[config.mk]
export PLATFORM = sky130hd
export DESIGN_NAME = uart_rx_fifo
export DESIGN_NICKNAME = d
export VERILOG_FILES = /design/src/rtl/uart_rx_fifo.sv
export SDC_FILE = /design/constraint.sdc
export NUM_CORES = 1
export LEC_CHECK = 0
export ABC_CLOCK_PERIOD_IN_PS = 7400
export BUFFER_PORTS_ARGS = -buffer_cell sky130_fd_sc_hd__buf_2
export CAP_MARGIN = 20
export CORE_ASPECT_RATIO = 1.4
export CORE_MARGIN = 10
export CORE_UTILIZATION = 45
export CTS_CLUSTER_SIZE = 25
export DETAILED_ROUTE_END_ITERATION = 7
export GPL_ROUTABILITY_DRIVEN = 1
export PLACE_DENSITY_LB_ADDON = 0.25
export SYNTH_ARGS = -nofsm -noshare
export SYNTH_HDL_FRONTEND = slang
export SYNTH_SLANG_ARGS = --single-unit
[constraint.sdc]
create_clock -name Clk -period 7.4 [get_ports Clk]
set_clock_uncertainty 0.1 [all_clocks]
set_input_delay 1.11 -clock Clk [delete_from_list [all_inputs] [get_ports Clk]]
set_output_delay 1.11 -clock Clk [all_outputs]
set_load 0.05 [all_outputs]
[src/rtl/uart_rx_fifo.sv]
// rtl/uart_rx_fifo.sv - 8N1 UART receiver feeding a first-word-fall-through byte FIFO
//
// Purpose: turns the asynchronous serial line into a byte stream with a
// ready/valid handshake toward the calculator core.
// Ports:
//   Clk        - system clock, rising edge
//   Reset      - asynchronous, active-high reset
//   UartRxWire - raw serial line, idles high, asynchronous to Clk
//   Data       - head-of-FIFO byte, meaningful while Valid is high
//   Valid      - FIFO not empty
//   Ready      - consumer takes Data this cycle
//   FrameError - one-cycle pulse, stop bit sampled low
//   Overflow   - one-cycle pulse, good byte dropped on a full FIFO
module uart_rx_fifo #(
  parameter int CLKS_PER_BIT = 434,
  parameter int FIFO_DEPTH   = 4
) (
  input  logic       Clk,
  input  logic       Reset,
  input  logic       UartRxWire,
  output logic [7:0] Data,
  output logic       Valid,
  input  logic       Ready,
  output logic       FrameError,
  output logic       Overflow
);

  localparam int CW = $clog2(CLKS_PER_BIT);
  localparam int PW = $clog2(FIFO_DEPTH);
  localparam int NW = PW + 1;
  localparam logic [CW-1:0] HALF_LAST = CW'(CLKS_PER_BIT / 2 - 1);
  localparam logic [CW-1:0] BIT_LAST  = CW'(CLKS_PER_BIT - 1);
  localparam logic [NW-1:0] FULL_CNT  = NW'(FIFO_DEPTH);

  typedef enum logic [2:0] {
    WAIT_IDLE,
    IDLE,
    START,
    DATA,
    STOP
  } state_t;

  state_t          state, state_next;
  logic            rx_meta, rx_s;
  logic [CW-1:0]   cnt;
  logic [2:0]      bit_idx;
  logic [7:0]      shreg;
  logic            cnt_clr, start_tick, bit_tick, stop_tick, push, frame_err;

  logic [7:0]      mem [FIFO_DEPTH];
  logic [PW-1:0]   rd_ptr, wr_ptr;
  logic [NW-1:0]   count;
  logic            pop, full, wr_en, overflow_set;

  // Two-flop synchroniser; only rx_s is used past this point.
  always_ff @(posedge Clk or posedge Reset) begin
    if (Reset) begin
      rx_meta <= 1'b0;
      rx_s    <= 1'b0;
    end else begin
      rx_meta <= UartRxWire;
      rx_s    <= rx_meta;
    end
  end

  // State register
  always_ff @(posedge Clk or posedge Reset) begin
    if (Reset) state <= WAIT_IDLE;
    else       state <= state_next;
  end

  // Next-state logic
  always_comb begin
    state_next = state;
    case (state)
      WAIT_IDLE: if (rx_s) state_next = IDLE;
      IDLE:      if (!rx_s) state_next = START;
      // A start bit that is high again at mid-bit was a glitch.
      START:     if (start_tick) state_next = rx_s ? IDLE : DATA;
      DATA:      if (bit_tick && bit_idx == 3'd7) state_next = STOP;
      // A low stop bit may be a break; wait for the line to idle first.
      STOP:      if (stop_tick) state_next = rx_s ? IDLE : WAIT_IDLE;
      default:   state_next = WAIT_IDLE;
    endcase
  end

  // Output / control decode
  always_comb begin
    start_tick = (state == START) && (cnt == HALF_LAST);
    bit_tick   = (state == DATA)  && (cnt == BIT_LAST);
    stop_tick  = (state == STOP)  && (cnt == BIT_LAST);
    push       = stop_tick && rx_s;
    frame_err  = stop_tick && !rx_s;
    cnt_clr    = (state == WAIT_IDLE) || (state == IDLE) ||
                 start_tick || bit_tick || stop_tick;
  end

  // Bit-timing counter and LSB-first shift register
  always_ff @(posedge Clk or posedge Reset) begin
    if (Reset) begin
      cnt     <= '0;
      bit_idx <= 3'd0;
      shreg   <= 8'd0;
    end else begin
      cnt <= cnt_clr ? '0 : cnt + CW'(1);
      if (state != DATA) begin
        bit_idx <= 3'd0;
      end else if (bit_tick) begin
        shreg   <= {rx_s, shreg[7:1]};
        bit_idx <= bit_idx + 3'd1;
      end
    end
  end

  // FIFO control: a push into a full FIFO still succeeds when a pop frees
  // the head slot in the same cycle.
  always_comb begin
    pop          = Valid && Ready;
    full         = (count == FULL_CNT);
    wr_en        = push && (!full || pop);
    overflow_set = push && full && !pop;
  end

  always_ff @(posedge Clk or posedge Reset) begin
    if (Reset) begin
      for (int i = 0; i < FIFO_DEPTH; i++) mem[i] <= 8'd0;
      rd_ptr     <= '0;
      wr_ptr     <= '0;
      count      <= '0;
      FrameError <= 1'b0;
      Overflow   <= 1'b0;
    end else begin
      if (wr_en) begin
        mem[wr_ptr] <= shreg;
        wr_ptr      <= wr_ptr + PW'(1);
      end
      if (pop) rd_ptr <= rd_ptr + PW'(1);
      case ({wr_en, pop})
        2'b10:   count <= count + NW'(1);
        2'b01:   count <= count - NW'(1);
        default: count <= count;
      endcase
      FrameError <= frame_err;
      Overflow   <= overflow_set;
    end
  end

  assign Data  = mem[rd_ptr];
  assign Valid = (count != '0);

endmodule

After elaboration in Yosys (flattened, before gate mapping)
Cells that the tools add are included.

Mux-type cells: 18. Add/sub/neg operators: 6. Reduce and logical (&&, ||, !) cells: 25. Bitwise logic cells: 3. $lt $le $gt $ge: 3. Equal/unequal tests: 16.

Operators by type and width (number): $bwmux W32 (1); $mux W8 (3); $mux W3 (7); $bmux W8 S2 (1); $demux W8 S2 (1); $pmux W3 S5 (1); $logic_and A1 B1 Y1 (11); $ne A2 B2 Y1 const B (5); $add A9 B1 Y9 const B (1); $eq A3 B3 Y1 const B (3); $eq A9 B8 Y1 const B (1); $eq A9 B9 Y1 const B (1); $mux W9 (1); $add A3 B1 Y3 const B (2); $eq A3 B2 Y1 const B (2); $ge A3 B3 Y1 const B (2); $not A2 Y3 (2); $pmux W3 S2 (1); $logic_or A1 B1 Y1 (5); $reduce_and A5 Y1 (1); $add A2 B1 Y2 const B (2); $reduce_bool A2 Y1 (2); $eq A3 B1 Y1 const B (1); $logic_not A1 Y1 (3); 11 further kinds (11).

Input bits: 4. Flip-flop bits (word level): 66. Word-level logic and storage cells: 86. Output and inout port bits: 11.

Depth between registers and ports, before layout
Word-level depth: 6. Mapped depth: 12. Mapped depth without buffers: 12.

Least setup slack after synthesis
No wires, ideal clock.

Path type: input port to flip-flop. Start: in Ready. End: reg count[2]. Setup slack: 4369 ps. Arrival time: 2852 ps. Setup time: 79 ps. Stages on the path: 10. Data required time: 7221 ps. Path buffers: 0. Cell sequence: nor4b_1 nor2_2 and2_1 inv_1 ha_1 inv_1 fa_1 xor2_1 nor2_1 xor2_1.

Word-level cells in the longest chain between the ends: 5. Elaborated cells on any way between the ends: 7. Classes of those cells: 2 x eq/ne; 1 x mux; 4 x reduce/logical.

Ends and longest elaborated chain: from (decl) (RTL line 23) `input logic Ready,`; $logic_and A1 B1 Y1 (*) (RTL line 118) `pop = Valid && Ready;`; $logic_or A1 B1 Y1 (RTL line 120) `wr_en = push && (!full || pop);`; $logic_and A1 B1 Y1 (RTL line 120); $eq A2 B1 Y1 / $eq A2 B2 Y1 (equally long branches) (RTL line 138) `case ({wr_en, pop})`; $pmux W3 S2 / $reduce_bool A2 Y1 (equally long branches); to (signal assigned) (RTL line 139) `2'b10: count <= count + NW'(1);`; to (signal assigned) (RTL line 140) `2'b01: count <= count - NW'(1);`; to (signal assigned) (RTL line 141) `default: count <= count;`; to (decl) (RTL line 52) `logic [NW-1:0] count;`.

Mark *: on every way between the ends. The rest lies on a longest branch, timed or not. A chain may end at the register's enable or synchronous reset.

Worst setup path in the final report
Start: reg rd_ptr[0]. End: out Data[7].

Word-level cells in the longest chain between the ends: 4.

Ends and longest elaborated chain: from (decl) (RTL line 51) `logic [PW-1:0] rd_ptr, wr_ptr;`; from (signal assigned) (RTL line 137) `if (pop) rd_ptr <= rd_ptr + PW'(1);`; $not A2 Y3 (implied by the code) (RTL line 148) `assign Data = mem[rd_ptr];`; $bmux W8 S2 (RTL line 148); $mux W8 (implied by the code) (2 in series) (RTL line 148); to (decl) (RTL line 21) `output logic [7:0] Data,`.

No other way between the ends. The select of a mux whose other input is x is not followed.

==> results.txt <==
status - complete, no violations
Max Cap Viol - 0
Final Hold Vio Count - 0
post-cts resize count - 0
Setup Fix Bufs, Post-CTS - 0
CTS Sinks - 66
post-route cell area - 3510 µm²
Post-Route Utilization - 50.9%
area share of the largest cell type after synthesis - 52.5%
Site Rows - 36
Crit Path Class - flip-flop to output port
most frequent cell after synthesis - dfrtp_1
nets - 263
number of global-route vias before repair - 1937
PnR worst setup slack - 4.27 ns
CTS Buffer Depth - 2
Congestion Overflow GR - 0
highest attainable clock frequency - 319 MHz
Reg power frac - 49.5%
RR Startpoint - cnt[1]$_DFF_PP0_
Worst EP required - 6.19 ns
register area share after synthesis - 52.5%
TritonCTS buffer count - 9
Fillers - 600
top cell type by total area after synthesis - dfrtp_1
syn nets - 243
Routed wire per std cell - 15.2 µm
post-synthesis instance total - 228
DIE AREA - 10800 µm²
Reg-to-Reg End - count[2]$_DFFE_PP0P_
Clock H-tree levels - 3
pin count of the biggest net entering global routing - 67
DP HPWL - 3.65 mm
crit path launch type - flip-flop
Die Ht - 119 µm
most used routing layer - met2
area grow syn2layout - 11.4%
Global Route Usage Sum - 10.7%
Clk Latency, worst-skew pair - 0.34 ns
pwr/cell area - 265 nW/µm²
first-pass GRT wire length - 9.17 mm
die width - 90.7 µm
# hold bufs at CTS - 0
part of the power in combinational logic - 18.7%
Max VDD drop - 0.138 mV
met3 GRT Util - 3.33%
vias per cell - 5.07
warnings from Yosys - 0
slew margin rel. - 45.7%
met1 Use GR - 10.8%
total core area - 6890 µm²
post-place setup slack - 4.07 ns
initial antenna violation count - 0
DR pass1 iterations - 4
Area after DPL - 3310 µm²
Clock transition at path regs - 0.07 ns
setup TNS - 0 ns
Top Ports - 15
WP data arrival - 1.92 ns
share of cells above drive strength 1 - 36.0%
Vias - 1765
Hold Path End - rx_s$_DFF_PP0_
crit path capture type - output port
total power - 0.000930 W
Slew Viols, Final - 0
synth unique cells - 43
met2 Track Usage GR - 19.1%
clock tree root buffer cell - clkbuf_8
gp weighted congestion - 0.748
CP max stage cell - dfrtp_1
Leakage Power - 1.73 nW
RSZ-0062 raised after global routing - no
Hold Crit Class - flip-flop to flip-flop
synthesized flop and latch total - 66
register-to-register setup slack - 4.68 ns
cells along the critical path - mux4_2 -> buf_2
Power Internal - 0.000634 W
Period Utilization, post-route - 42.3%
remaining antenna violation count - 0
Worst Path Max Fanout - 10
Initial DRC Count - 30
Switching Power - 0.000296 W
Clk network pwr share - 31.7%
Synth top cells by count - dfrtp_1, mux2_2, nor2_1, inv_1, ha_1
min Tclk post-route - 3.13 ns
Worst Tran Pin Value - 0.815 ns
number of port buffers - 14
min-delay src - rx_meta$_DFF_PP0_
Starting Density - 45.7%
DRC - 0
slowest stage delay, CP - 0.76 ns
ys flop type - dfrtp_1
Post-synth EDFFs - 0
Post-synth ARST share - 100%
CTS tree - yes
Syn Area/Cell - 13.8 µm²
antenna cell count - 0
depth of the most critical reg-to-reg path - 12
hold path depth - 0
top cells by area, synth - dfrtp_1, mux2_2, mux4_2, ha_1, mux2_4
Mapped Area - 3150 µm²
endpoints failing setup - 0
Net Sw Frac - 31.8%
Detailed Route WL - 5.30 mm
-- through the flow --
| stage | cells | hold WS, ns |
|---|---|---|
| after floorplan | 228 | 0.231 |
| after global placement | 332 | 0.235 |
| after detailed placement | 332 | 0.242 |
| after CTS | 348 | 0.262 |
| after global routing | 348 | 0.272 |
| final | 348 | 0.255 |
-- flip-flops by register name, indices dropped and copies added (netlist names) --
name and flops:
wr_ptr 2, bit_idx 3, FrameError 1, rd_ptr 2
count 3, Overflow 1, state 3, rx_s 1
cnt 9, mem 32, rx_meta 1, shreg 8
-- cells in the final DEF, fill, tap and decap left out, types with 8 or more instances in the layout --
cell      netlist  routed
ha_1           10      10
mux4_2          8       8
buf_2           3      14
mux2_2         33      33
nor2_1         15      15
inv_1          14      13
xnor2_1         9       9
clkbuf_8        0       9
dfrtp_1        66      66
-- routing by layer --
metal	vias up	wire [µm]
li1	843	-
met1	895	2230
met2	18	2800
met3	9	165
met4	0	109
met5	-	0
-- worst max path at each step --
stage,slack [ns],depth (start not counted),end,startpoint
after floorplan,4.37,10,count[2]$_DFFE_PP0P_,Ready
after global placement,4.16,11,count[2]$_DFFE_PP0P_,Ready
after detailed placement,4.07,11,count[2]$_DFFE_PP0P_,Ready
after CTS,4.22,2,Data[7],rd_ptr[0]$_DFFE_PP0P_
after global routing,4.16,2,Data[7],rd_ptr[0]$_DFFE_PP0P_
final,4.27,2,Data[7],rd_ptr[0]$_DFFE_PP0P_
-- power by group through the flow --
stage	combinational (W)	clock, W	sequential [W]
floorplan	0.000184	0	0.000423
global placement	0.000174	0	0.000468
detailed placement	0.000178	0	0.000469
CTS	0.000179	0.000307	0.000461
global route	0.000199	0.000325	0.000467
finish	0.000174	0.000295	0.000461
-- worst max-delay path: cells and delay by family, from the launching register on --
family / cells / cell delay (ns)
muxes: 1 / 0.59
buffers and inverters: 1 / 0.23
DFF: 1 / 0.76
-- area by class of cell --
type | count | area, µm² | share of cell area (%)
multi-input cells | 142 | 1410 | 40.3
flip-flops and latches | 66 | 1650 | 47.1
clock buffers | 9 | 124 | 3.53
clock inverters | 7 | 70.1 | 2.00
repair buffers | 15 | 77.6 | 2.21
inverters | 14 | 52.6 | 1.50
well taps | 95 | 119 | 3.39
-- logic make-up (layout without fill, tap and decap cells) --
kind of cell	after synthesis	after routing	synth area share, %
AND/OR/NAND/NOR	55	55	12.0
AO/OA/AOI/OAI	11	11	2.66
adder cells (fa/ha/maj)	11	11	4.61
multiplexers	50	50	21.4
buffers and inverters	20	45	2.62
XOR/XNOR	15	15	4.17
flip-flops	66	66	52.5
Note: power is estimated with default switching activity, not from simulation.
